==> config.mk <==
export PLATFORM = sky130hd
export DESIGN_NAME = but_debounce
export DESIGN_NICKNAME = d
export VERILOG_FILES = /design/src/rtl/but_debounce.sv
export SDC_FILE = /design/constraint.sdc
export NUM_CORES = 1
export LEC_CHECK = 0
export ABC_AREA = 1
export CAP_MARGIN = 20
export CORE_AREA = 5 5 68 70
export CTS_BUF_LIST = sky130_fd_sc_hd__clkbuf_4
export DETAILED_ROUTE_END_ITERATION = 6
export DIE_AREA = 0 0 73 75
export PLACE_DENSITY_LB_ADDON = 0.2
export SYNTH_ARGS = -nofsm -noshare
export SYNTH_HDL_FRONTEND = slang
export SYNTH_SLANG_ARGS = --single-unit
==> constraint.sdc <==
create_clock -name clk -period 1.4 [get_ports clk]
set_input_delay 0.28 -clock clk [delete_from_list [all_inputs] [get_ports clk]]
set_output_delay 0.28 -clock clk [all_outputs]
set_load 0.02 [all_outputs]
==> src/rtl/but_debounce.sv <==
// Multi-channel button debouncer: 2-flop synchroniser, saturating stable-cycle counter, edge pulses.
// Optional per-channel toggle outputs are built only when BUT_DEBOUNCE_TOGGLE_EN is defined.
module but_debounce #(
  parameter int WIDTH      = 2,
  parameter int DB_CYCLES  = 120000,
  parameter bit ACTIVE_LOW = 1'b1
) (
  input  logic             clk,
  input  logic             rstn,
  input  logic [WIDTH-1:0] but_raw,
  output logic [WIDTH-1:0] but,
  output logic [WIDTH-1:0] but_rise,
  output logic [WIDTH-1:0] but_fall,
  output logic [WIDTH-1:0] but_tgl
);

  localparam int            CW      = (DB_CYCLES > 1) ? $clog2(DB_CYCLES) : 1;
  localparam logic [CW-1:0] CNT_MAX = CW'(DB_CYCLES - 1);

  logic [WIDTH-1:0] w_norm;
  logic [WIDTH-1:0] r_sync1;
  logic [WIDTH-1:0] r_sync2;

  // Normalise to active-high before synchronising so reset value 0 means "released".
  assign w_norm = ACTIVE_LOW ? ~but_raw : but_raw;

  always_ff @(posedge clk or negedge rstn) begin
    if (!rstn) begin
      r_sync1 <= '0;
      r_sync2 <= '0;
    end else begin
      r_sync1 <= w_norm;
      r_sync2 <= r_sync1;
    end
  end

  for (genvar gi = 0; gi < WIDTH; gi++) begin : g_ch
    logic [CW-1:0] r_cnt;
    logic          r_but;
    logic          r_rise;
    logic          r_fall;

    // Any cycle that agrees with the accepted level restarts the count, so glitches never accumulate.
    always_ff @(posedge clk or negedge rstn) begin
      if (!rstn) begin
        r_cnt  <= '0;
        r_but  <= 1'b0;
        r_rise <= 1'b0;
        r_fall <= 1'b0;
      end else begin
        r_rise <= 1'b0;
        r_fall <= 1'b0;
        if (r_sync2[gi] == r_but) begin
          r_cnt <= '0;
        end else if (r_cnt == CNT_MAX) begin
          r_cnt  <= '0;
          r_but  <= r_sync2[gi];
          r_rise <= r_sync2[gi];
          r_fall <= ~r_sync2[gi];
        end else begin
          r_cnt <= r_cnt + CW'(1);
        end
      end
    end

    assign but[gi]      = r_but;
    assign but_rise[gi] = r_rise;
    assign but_fall[gi] = r_fall;

`ifdef BUT_DEBOUNCE_TOGGLE_EN
    logic r_tgl;

    always_ff @(posedge clk or negedge rstn) begin
      if (!rstn) begin
        r_tgl <= 1'b0;
      end else if (r_rise) begin
        r_tgl <= ~r_tgl;
      end
    end

    assign but_tgl[gi] = r_tgl;
`else
    assign but_tgl[gi] = 1'b0;
`endif
  end

endmodule

==> results.sh <==
export IMPL_outcome="finished clean"
export IMPL_pin_count=12
export IMPL_ys_ff_latch=44
export IMPL_die_area_um2=5475
export IMPL_synth_compound_area_share=0.01733
export IMPL_leakagePower_nw=1.216
export IMPL_netlist_area_um2=2311
export IMPL_htreeDepth=2
export IMPL_post_route_min_period_ns=1.387
export IMPL_rsz0062_at_grt="yes"
export IMPL_insertion_delay_ns=0.36
export IMPL_die_height_um=75
export IMPL_layout_cells_non_filler=363
export IMPL_synth_cells=288
export IMPL_path_clk_slew_ns=0.12
export IMPL_avgViaCountPerCell=5.080
export IMPL_dp_cells=349
export IMPL_irDropWorstVdd_uv=607.4
export IMPL_finalSetupTns_ns=0
export IMPL_start_util=0.5905
export IMPL_clock_sinks=44
export IMPL_critPathCaptureType="flip-flop"
export IMPL_yosysWarnings=0
export IMPL_drcViolationCount=0
export IMPL_fin_crit_sh=0.9906
export IMPL_min_delay_start="r_sync1[0]$_DFF_PN0_"
export IMPL_grt_pass1_wl_um=7376
export IMPL_placed_area_um2=2491
export IMPL_synth_adder_area_share=0.01083
export IMPL_dr_pass1_iters=4
export IMPL_grt_ovfl_total=0
export IMPL_r2r_start="g_ch[0].r_cnt[1]$_DFF_PN0_"
export IMPL_critPathLaunchType="flip-flop"
export IMPL_setup_ws_ns=0.01318
export IMPL_drive_gt1_frac=0.1757
export IMPL_cpPeakStageDelay_ns=0.42
export IMPL_die_w_um=73
export IMPL_worst_ep_arrival_time_ns=1.67
export IMPL_max_freq_ghz=0.7211
export IMPL_core_um2=3914
export IMPL_ys_types=28
export IMPL_clk_path_buf_depth=2
export IMPL_drv_cap=0
export IMPL_cts_buffers=5
export IMPL_critPathLaunch="g_ch[0].r_cnt[1]$_DFF_PN0_"
export IMPL_final_hold_violation_count=0
export IMPL_cp_required_ns=1.69
export IMPL_ant_nets=0
export IMPL_n_fill_cell=331
export IMPL_numPortBuffers=9
export IMPL_hold_class="flip-flop to flip-flop"
export IMPL_syn_avg_cell_area_um2=8.024
export IMPL_finClkSkew_ns=0.01979
export IMPL_synth_top_family_by_area="simple AND/OR/NAND/NOR gates"
export IMPL_wirelength_um=4398
export IMPL_path_cells="ha_4 > nand3_4 > nor2_4 > nand4_4 > and2_4 > nor2_2"
export IMPL_dr_first_iter_drc_count=67
export IMPL_route_vias_total=1844
export IMPL_ys_seq_area_frac=0.4764
export IMPL_antenna_found_initial=0
export IMPL_synthMuxAreaShare=0
export IMPL_final_nets=318
export IMPL_wl_per_cell_um=12.12
export IMPL_dp_hpwl_um=2983
export IMPL_grt_pass1_vias=1827
export IMPL_fp_row_count=23
export IMPL_fin_area_um2=2686
export IMPL_slowest_stage="dfrtp_1"
export IMPL_synth_simple_gate_area_share=0.3351
export IMPL_diodes=0
export IMPL_worstSetupPathType="flip-flop to flip-flop"
export IMPL_cp_max_fo=7
export IMPL_crit_buf_inv=0
export IMPL_grt_max_degree=45
export IMPL_power_density_nw_per_um2=823.4
export IMPL_cts_tree="yes"
export IMPL_area_delta_synth_final_pct=16.24
export IMPL_synth_xor_area_frac=0.06443
export IMPL_clk_root_buffer_cell="clkbuf_4"
export IMPL_gp_congestion=0.8494
export IMPL_setup_viol=0
export IMPL_path_delay_family="simple AND/OR/NAND/NOR gates"
export IMPL_drv_slew=0
export IMPL_grt_total_usage=0.1756
export IMPL_place_ws_ns=0.01250
final timing paths:
kind | endpoint | slack [ns] | cells past startpoint
worst max-delay path | g_ch[0].r_but$_DFFE_PN0P_ | 0.01 | 6
worst min-delay path | r_sync2[0]$_DFF_PN0_ | 0.37 | 0
worst max register to register | g_ch[0].r_but$_DFFE_PN0P_ | 0.01 | 6
worst min register to register | r_sync2[0]$_DFF_PN0_ | 0.37 | 0
max in group asynchronous | r_sync2[0]$_DFF_PN0_ | 0.77 | 3
min in group asynchronous | g_ch[1].r_cnt[12]$_DFF_PN0_ | 0.41 | 3
routing by layer:
layer / track usage / routed length [um]
met4: 0.1086 / 77
met5: 0 / 0
met3: 0.04005 / 180
met2: 0.3118 / 2342
met1: 0.1895 / 1798
registers in the layout, indices dropped and copies added, names as in the netlist:
name,flops
g_ch.r_cnt,34
r_sync1,2
g_ch.r_rise,2
g_ch.r_fall,2
r_sync2,2
g_ch.r_but,2
final cells by class:
class | count | area [um^2] | area share
clock buffers | 5 | 37.54 | 0.01397
clock inverters | 3 | 42.54 | 0.01584
inverters | 39 | 148.9 | 0.05543
multi-input cells | 198 | 1077 | 0.4010
flip-flops and latches | 44 | 1101 | 0.4099
well taps | 50 | 62.56 | 0.02329
repair buffers | 24 | 216.5 | 0.08058
what timing repair did:
item / in CTS / in global routing
endpoints found under the hold margin: 44 / 0
setup buffers: 0 / 4
pin swaps: 0 / 8
hold buffers: 1 / 0
gates cloned: 0 / 1
endpoints found under the setup margin: 7 / 29
resized for setup: 10 / 22
cell usage in the layout, fill, tap and decap left out, types with 2 or more instances in the layout:
| master | instances |
|---|---|
| buf_12 | 2 |
| buf_4 | 12 |
| clkbuf_4 | 5 |
| clkdlybuf4s50_1 | 2 |
| conb_1 | 2 |
| dfrtp_1 | 44 |
| dlygate4sd2_1 | 4 |
| inv_1 | 38 |
| nand2_1 | 55 |
| nand2_2 | 6 |
| nand3_1 | 17 |
| nand3_4 | 2 |
| nand4_1 | 5 |
| nor2_1 | 54 |
| nor2_2 | 10 |
| nor2_4 | 3 |
| nor3_1 | 9 |
| nor3_2 | 2 |
| nor3b_1 | 2 |
| o21ai_1 | 4 |
| o21bai_1 | 2 |
| xnor2_1 | 4 |
| xor2_1 | 12 |
stage by stage:
step           utilization  hold WS (ns)  total power, mW
3_3_place_gp        0.6365        0.2700            1.437
3_5_place_dp        0.6365        0.2819            1.441
6_report            0.6864        0.3680            2.212
2_1_floorplan            -      -0.01559            1.378
5_1_grt             0.6864        0.3736            2.308
4_1_cts             0.6598        0.3660            2.232
cells by family after synthesis:
family,Yosys count
AOI/OAI and AO/OA,7
xor gates and xnor gates,17
adders and majority gates,2
buffers and inverters,48
DFF,44
other,1
and+or+nand+nor,169
power by group:
group | total, mW | internal [mW] | switching, mW
sequential | 1.31 | 1.29 | 0.0185
combinational | 0.126 | 0.0523 | 0.0738
clock | 0.777 | 0.374 | 0.404
total | 2.21 | 1.72 | 0.496
synth_stat cells:
cell	n	area, um^2
o21ai_0	1	5.000
inv_2	1	3.750
ha_1	2	25.02
nand3_2	2	20.02
nand3_1	17	85.08
nor2_2	3	18.77
nor3_2	1	10.01
nor3_1	10	50.05
nand2_2	3	18.77
nand4_1	5	31.28
nand4_4	1	21.27
buf_6	1	11.26
o21ai_1	3	15.01
nand3_4	1	17.52
nor2_1	62	232.7
xnor2_1	4	35.03
o21bai_1	2	15.01
buf_4	8	60.06
conb_1	1	3.750
dfrtp_1	44	1101
nand3b_1	1	7.510
nor3b_1	2	15.01
nand2_1	58	217.7
xor2_1	13	113.9
inv_1	38	142.6
and2_0	1	6.260
nor2_4	2	22.52
a21oi_1	1	5.000
No activity file was read; power rests on OpenSTA's default activity.
